--- src/rtl/frame_scheduler.sv ---
// Frame sequencer: IMU sample -> physics update -> LED refresh, once per frame
// period, with per-stage timeout, free-run / single-step control and a frame counter.
module frame_scheduler #(
  parameter int unsigned FRAME_CYCLES   = 1_000_000,
  parameter int unsigned TIMEOUT_CYCLES = 65_535
) (
  input  logic        clk,
  input  logic        reset,
  input  logic        run,
  input  logic        step,
  output logic        imu_start,
  input  logic        imu_done,
  output logic        phys_start,
  input  logic        phys_done,
  output logic        led_start,
  input  logic        led_done,
  output logic [15:0] frame_count,
  output logic        timeout_err,
  output logic        busy
);

  // Counters only need to reach N-1, which always fits in clog2(N) bits.
  localparam int unsigned PERIOD_W  = $clog2(FRAME_CYCLES);
  localparam int unsigned TIMEOUT_W = $clog2(TIMEOUT_CYCLES);
  localparam logic [PERIOD_W-1:0]  PERIOD_LAST  = PERIOD_W'(FRAME_CYCLES - 1);
  localparam logic [TIMEOUT_W-1:0] TIMEOUT_LAST = TIMEOUT_W'(TIMEOUT_CYCLES - 1);

  typedef enum logic [2:0] {
    IDLE,
    IMU_WAIT,
    PHYS_WAIT,
    LED_WAIT,
    HOLD
  } state_t;

  state_t                 state;
  logic [PERIOD_W-1:0]    period_cnt;
  logic [TIMEOUT_W-1:0]   timeout_cnt;
  logic                   period_end;
  logic                   timeout_hit;
  logic                   start_frame;

  // Frame boundary reached, stage wait limit reached, and new-frame decision.
  assign period_end  = (period_cnt == PERIOD_LAST);
  assign timeout_hit = (timeout_cnt == TIMEOUT_LAST);
  assign start_frame = ((state == IDLE) && (run || step)) ||
                       ((state == HOLD) && period_end && run);

  // Sequencer state, counters and registered outputs.
  always_ff @(posedge clk) begin
    if (reset) begin
      state       <= IDLE;
      imu_start   <= 1'b0;
      phys_start  <= 1'b0;
      led_start   <= 1'b0;
      frame_count <= '0;
      timeout_err <= 1'b0;
      busy        <= 1'b0;
      period_cnt  <= '0;
      timeout_cnt <= '0;
    end else begin
      imu_start  <= 1'b0;
      phys_start <= 1'b0;
      led_start  <= 1'b0;
      if (!period_end) begin
        period_cnt <= period_cnt + PERIOD_W'(1);
      end

      if (start_frame) begin
        // Shared by IDLE and HOLD so back-to-back frames need no IDLE cycle.
        imu_start   <= 1'b1;
        period_cnt  <= '0;
        timeout_cnt <= '0;
        busy        <= 1'b1;
        state       <= IMU_WAIT;
      end else begin
        // A done in the limit cycle wins over the timeout.
        case (state)
          IMU_WAIT: begin
            if (imu_done) begin
              phys_start  <= 1'b1;
              timeout_cnt <= '0;
              state       <= PHYS_WAIT;
            end else if (timeout_hit) begin
              timeout_err <= 1'b1;
              state       <= HOLD;
            end else begin
              timeout_cnt <= timeout_cnt + TIMEOUT_W'(1);
            end
          end
          PHYS_WAIT: begin
            if (phys_done) begin
              led_start   <= 1'b1;
              timeout_cnt <= '0;
              state       <= LED_WAIT;
            end else if (timeout_hit) begin
              timeout_err <= 1'b1;
              state       <= HOLD;
            end else begin
              timeout_cnt <= timeout_cnt + TIMEOUT_W'(1);
            end
          end
          LED_WAIT: begin
            if (led_done) begin
              frame_count <= frame_count + 16'd1;
              state       <= HOLD;
            end else if (timeout_hit) begin
              timeout_err <= 1'b1;
              state       <= HOLD;
            end else begin
              timeout_cnt <= timeout_cnt + TIMEOUT_W'(1);
            end
          end
          HOLD: begin
            if (period_end) begin
              busy  <= 1'b0;
              state <= IDLE;
            end
          end
          IDLE: begin
          end
          default: begin
            busy  <= 1'b0;
            state <= IDLE;
          end
        endcase
      end
    end
  end

endmodule

--- config.mk ---
export PLATFORM = sky130hd
export DESIGN_NAME = frame_scheduler
export DESIGN_NICKNAME = d
export VERILOG_FILES = /design/src/rtl/frame_scheduler.sv
export SDC_FILE = /design/constraint.sdc
export NUM_CORES = 1
export LEC_CHECK = 0
export BUFFER_PORTS_ARGS = -buffer_cell sky130_fd_sc_hd__buf_2
export CORE_ASPECT_RATIO = 0.5
export CORE_MARGIN = 2
export CORE_UTILIZATION = 40
export DETAILED_ROUTE_END_ITERATION = 16
export PLACE_DENSITY = 0.69
export SETUP_SLACK_MARGIN = 0.3
export SYNTH_ARGS = -nofsm -noshare
export SYNTH_HDL_FRONTEND = slang
export SYNTH_SLANG_ARGS = --single-unit
export TNS_END_PERCENT = 30
--- constraint.sdc ---
create_clock -name clk -period 2.2 [get_ports clk]
set_clock_uncertainty 0.2 [all_clocks]
set_input_delay 0 -clock clk [delete_from_list [all_inputs] [get_ports clk]]
set_output_delay 0 -clock clk [all_outputs]
set_load 0.02 [all_outputs]
==> impl_results.md, run 1 <==
* Initial antenna violation count at 0
* Crit path DAT at 2010 ps
* Remaining DRCs at 0
* DRT iter0 DRCs at 141
* CTS tree: done
* EDFF count, synth at 0
* Die area at 7690 um2
* Final hold vios at 0
* WHS at 2.66 ps
* Crit path launch type: register
* Synth-to-Final Area Change at 33.7%
* Post-synth cell types at 48
* Routed Antenna Nets at 0
* Max Freq at 495 MHz
* Fillcell total at 594
* Pin count of the biggest net entering global routing at 23
* Power per cell area at 658 nW/um2
* FF+latch area at 1220 um2
* Sum Neg Setup Slack at 0 ps
* Yosys warns at 0
* Clock Latency Late Sink at 320 ps
* Post-Route WL at 6590 um
* Final period util at 91.9%
* Clk slew on worst S/H paths at 50 ps
* Routability cong. at 0.789
* # setup viols final at 0
* Initial Util at 41.4%
* First-pass GRT wire length at 10300 um
* I/O pin count at 28
* Standard-cell row count at 21
* Hold WC Path Type: input pin to register
* FF+latch count, synth at 60
* CP Max Fanout at 7
* Final Critical Period at 2020 ps
* Die W at 122 um
* CTS root buffer: clkbuf_16
* Number of global-route vias before repair at 2352
* VDD IR max at 0.000471 V
* Total chip power at 2.45 mW
* WP data required at 2190 ps
* Gr usage total at 17.1%
* Asr flop ratio synth at 0%
* CP Capture Type: register
* TritonRoute pass-1 iters at 4
* Num CTS Buffers at 9
* Share of layout cells above drive strength 1 at 29.7%
* Mapped Area at 2790 um2
* Worst slew margin at 72.9%
* Total nets after synthesis at 331
* Vias per inst at 5.37
* Via count at 2539
* Final Net Count at 391
* Slew @ Worst Pin at 407 ps
* Sequential share of the synthesized area at 43.1%
* WL per Instance at 13.9 um
* Grt ovf at 0
* H-tree levels at 3
* Area of the multi-input gates at 1700 um2
* CTS Buffer Depth at 2
* Fin. max-slew vios at 0
* Leakage Power at 1.30 nW
* Leading register cell type out of synthesis: dfxtp_1
* Core area at 6730 um2
* RSZ-0062 raised after global routing: yes
* Total of max-cap violations at 0
* ANT cells at 0
* Average size of a mapped cell at 8.71 um2
* Setup CP Type: register to register
* Clock tree sinks at 60
* # port buffers at 27
* Die height at 63.0 um
* DP Wirelength at 4040 um
* Synth Instances at 320
* Status: complete, no violations
## placed cells by master (no fill, tap or decap), types with 5 or more instances in the layout
cell type and n:
buf_2 27, nor3_1 5, o21ai_0 5, inv_1 6
buf_4 21, nor4_1 6, nand4_1 8, dfxtp_1 52
nor2_1 48, nand3_1 15, dlygate4sd3_1 6, xnor2_1 19
xor2_1 17, and4_1 5, buf_6 5, clkbuf_16 9
a21oi_1 11, nand2_1 24
## report_power, final
part / internal [mW] / switching, mW / leakage [nW]
combinational: 0.0640 / 0.0804 / 0.694
sequential: 1.10 / 0.0106 / 0.489
clock: 0.764 / 0.431 / 0.120
## cells in the mapped netlist (2+ instances only)
master / n / area, um2
o21ai_0: 5 / 25.0
a21oi_1: 13 / 65.1
o21ba_2: 2 / 20.0
a211oi_1: 5 / 37.5
nor4_1: 10 / 62.6
xnor2_1: 20 / 175
and3_1: 3 / 18.8
or4_1: 2 / 15.0
and2_1: 2 / 12.5
nor3b_1: 4 / 30.0
buf_2: 3 / 15.0
ha_1: 4 / 50.1
nand2_1: 25 / 93.8
and4_1: 6 / 52.6
nand3_1: 17 / 85.1
nor3_1: 11 / 55.1
a21o_1: 2 / 15.0
inv_1: 6 / 22.5
xor2_1: 17 / 149
clkbuf_1: 6 / 22.5
nor4b_1: 2 / 17.5
or3_1: 6 / 37.5
a31oi_1: 2 / 12.5
mux2i_1: 4 / 40.0
dfxtp_1: 60 / 1200
or3_2: 2 / 15.0
nand4_1: 8 / 50.1
nand3b_1: 2 / 15.0
nor2_1: 52 / 195
## cells by family (layout without fill, tap and decap cells)
logic type               Yosys count  after routing  synth area share, %
AND/OR/NAND/NOR                  163            163                 30.8
buffers and inverters             17             78                 2.83
XOR/XNOR                          37             37                 11.6
AO/OA/AOI/OAI                     35             35                 8.44
flip-flops                        60             60                 43.1
multiplexers                       4              4                 1.44
adder cells (fa/ha/maj)            4              4                 1.80
## worst paths after layout
check	from	endpoint	slack [ps]	depth (start not counted)
hold / removal	led_done	state[1]	3	4
hold reg to reg	timeout_err	timeout_err	280	1
setup reg to reg	period_cnt[0]	timeout_cnt[1]	180	7
setup / recovery	period_cnt[0]	timeout_cnt[1]	180	7
## per-layer routing
metal / global-route usage (%) / part of all wire [%] / vias to the layer above
li1: - / - / 1249
met1: 18.5 / 44 / 1224
met2: 29.4 / 50 / 51
met3: 6.57 / 4.1 / 15
met4: 8.62 / 1.9 / 0
met5: 0 / 0 / -
## sequential cells by signal (all words and copies together), names as in the netlist
signal       cells
period_cnt      20
frame_count     16
timeout_cnt     16
state            3
busy             1
imu_start        1
led_start        1
phys_start       1
timeout_err      1
## final cells by class
type	count	share of cell area, %
multi-input cells	243	45.5
flip-flops and latches	60	32.8
repair buffers	60	11.4
clock buffers	12	6.62
well taps	92	3.09
inverters	6	0.604
## per-stage QoR
step / worst slack (ps) / instances / utilization (%) / cell area (um2)
after global placement: 158 / 438 / 46.0 / 3090
after global routing: 144 / 473 / 55.4 / 3730
after floorplan: 158 / 320 / - / 2840
after detailed placement: 113 / 438 / 46.0 / 3090
after CTS: 207 / 464 / 52.0 / 3490
final: 178 / 473 / 55.4 / 3730
## worst max-delay path: stages (launching register included)
cell,delay [ps]
dfxtp_4,360
ha_4,160
nand3_4,80
or3_4,380
o31ai_4,310
or2_4,200
buf_8,130
a211oi_1,60
## what timing repair did
item,in CTS,in global routing
endpoints found under the hold margin,23,0
endpoints found under the setup margin,36,50
pin swaps,4,13
resized for setup,12,39
gates cloned,1,0
hold buffers,6,0
setup buffers,7,9
No activity file was read; power rests on OpenSTA's default activity.
==> inputs of run 2 (changes only) <==
--- a/config.mk
+++ b/config.mk
@@ -6,11 +6,11 @@
 export NUM_CORES = 1
 export LEC_CHECK = 0
 export BUFFER_PORTS_ARGS = -buffer_cell sky130_fd_sc_hd__buf_2
-export CORE_ASPECT_RATIO = 0.5
+export CORE_ASPECT_RATIO = 1.5
 export CORE_MARGIN = 2
-export CORE_UTILIZATION = 40
+export CORE_UTILIZATION = 35
 export DETAILED_ROUTE_END_ITERATION = 16
-export PLACE_DENSITY = 0.69
+export PLACE_DENSITY = 0.63
 export SETUP_SLACK_MARGIN = 0.3
 export SYNTH_ARGS = -nofsm -noshare
 export SYNTH_HDL_FRONTEND = slang
==> impl_results.md, run 2 (synthesis results as in run 1) <==
* Status: complete, no violations
* Setup slack at placement at 113 ps (-0.335 ps)
* Grt ovf at 0 (unchanged)
* CP Max Fanout at 7 (unchanged)
* Num CTS Buffers at 9 (unchanged)
* CP Capture Type: register
* DP Wirelength at 4360 um (+7.9%)
* H-tree levels at 3 (unchanged)
* Remaining DRCs at 0 (unchanged)
* Slew @ Worst Pin at 546 ps (+140 ps)
* Via count at 2476 (-2.5%)
* First-pass GRT wire length at 10700 um (+4.1%)
* Synth-to-Final Area Change at 34.9%
* RSZ-0062 raised after global routing: yes
* Core area at 7660 um2 (+14%)
* I/O pin count at 28 (unchanged)
* Max Freq at 507 MHz (+2.4%)
* Largest register FFs at 20 (unchanged)
* CTS root buffer: clkbuf_16
* Worst slew margin at 63.4% (-9.5 points)
* Die height at 113 um (+80%)
* Crit path DAT at 1970 ps (-40 ps)
* Crit path launch type: register
* WL per Instance at 13.4 um (-4.1%)
* Gr usage total at 15.4% (-1.8 points)
* CTS Buffer Depth at 2 (unchanged)
* Sum Neg Setup Slack at 0 ps (unchanged)
* Die area at 8710 um2 (+13%)
* Largest regs: period_cnt: 20 flops, frame_count: 16 flops, timeout_cnt: 16 flops
* Clock Latency Late Sink at 320 ps (about the same)
* TritonRoute pass-1 iters at 4 (unchanged)
* Clk slew on worst S/H paths at 50 ps (about the same)
* Commonest non-fill, non-tap cell in the layout: dfxtp_1
* ANT cells at 0 (unchanged)
* # port buffers at 27 (unchanged)
* Total chip power at 2.58 mW (+5.4%)
* Die W at 76.9 um (-37%)
* WHS at 17.3 ps (+14.6 ps)
* Power per cell area at 687 nW/um2 (+4.5%)
* Pin count of the biggest net entering global routing at 27 (+17%)
* CTS tree: done
* Final period util at 89.7% (-2.2 points)
* Number of global-route vias before repair at 2398 (+2.0%)
* Standard-cell row count at 39 (+86%)
* Leakage Power at 1.28 nW (-2.1%)
* WP data required at 2200 ps (about the same)
* Initial antenna violation count at 0 (unchanged)
* Share of layout cells above drive strength 1 at 30.3% (+0.60 points)
* Clock tree sinks at 60 (unchanged)
* # setup viols final at 0 (unchanged)
* VDD IR max at 0.000460 V (-2.3%)
* Final hold vios at 0 (unchanged)
* DRT iter0 DRCs at 76 (-46%)
* PnR worst setup slack at 227 ps (+48.2 ps)
* Post-Route WL at 6440 um (-2.3%)
* Routed Antenna Nets at 0 (unchanged)
* Vias per inst at 5.14 (-4.3%)
* Initial Util at 36.4% (-5.1 points)
* Final Net Count at 386 (-1.3%)
* Setup CP Type: register to register
* Final Critical Period at 1970 ps (-48.2 ps)
* Top reg by flops: period_cnt
* Most frequent cells in the layout: dfxtp_1, nor2_1, buf_2
* Hold WC Path Type: input pin to register
* Total of max-cap violations at 0 (unchanged)
* Routability cong. at 0.839 (+6.3%)
* Fin. max-slew vios at 0 (unchanged)
==> run 2: routing by layer <==
| metal | track usage, % | wire (um) | vias to the layer above |
|---|---|---|---|
| li1 | - | - | 1242 |
| met1 | 15.8 | 2690 | 1188 |
| met2 | 28.5 | 3450 | 33 |
| met3 | 4.23 | 148 | 13 |
| met4 | 7.15 | 148 | 0 |
| met5 | 0 | 0 | - |
==> run 2: repair_timing <==
item                                    in CTS  in global routing
hold buffers                                 6                  0
pin swaps                                    5                  8
resized for setup                           13                 34
gates cloned                                 0                  1
endpoints found under the setup margin      41                 48
endpoints found under the hold margin       21                  0
buffers inserted                             7                  3
==> run 2: through the flow <==
| stage | area, um2 | utilization, % | cells |
|---|---|---|---|
| 4_1_cts | 3570 | 46.6 | 478 |
| 6_report | 3760 | 49.1 | 482 |
| 5_1_grt | 3760 | 49.1 | 482 |
| 2_1_floorplan | 2840 | - | 320 |
| 3_3_place_gp | 3130 | 40.8 | 449 |
| 3_5_place_dp | 3130 | 40.8 | 449 |
==> run 2: worst paths after layout <==
path | from | slack, ps | cells past startpoint | end
max | period_cnt[1] | 230 | 7 | timeout_cnt[1]
min | led_done | 20 | 4 | state[1]
min reg2reg | timeout_err | 280 | 1 | timeout_err
max reg2reg | period_cnt[1] | 230 | 7 | timeout_cnt[1]
==> run 2: layout make-up <==
| cell class | instances | area, um2 |
|---|---|---|
| tap | 102 | 128 |
| multi-input combinational | 243 | 1700 |
| timing repair buffer | 55 | 403 |
| fill | 743 | 3900 |
| clock buffer | 13 | 270 |
| inverter | 6 | 22.5 |
| clock inverter | 3 | 20.0 |
| sequential | 60 | 1220 |
==> run 2: where the power goes <==
part / internal (mW) / switching (mW) / total, mW / leakage, nW
registers: 1.10 / 0.0115 / 1.11 / 0.489
clock network: 0.851 / 0.476 / 1.33 / 0.138
logic: 0.0661 / 0.0809 / 0.147 / 0.649
==> run 2: worst max-delay path, cell delays in order (launching register included) <==
cell and delay (ps):
dfxtp_4 370, ha_4 150, nand3_4 80, or3_4 350
o31ai_4 310, or2_4 200, buf_12 140, a211oi_2 40
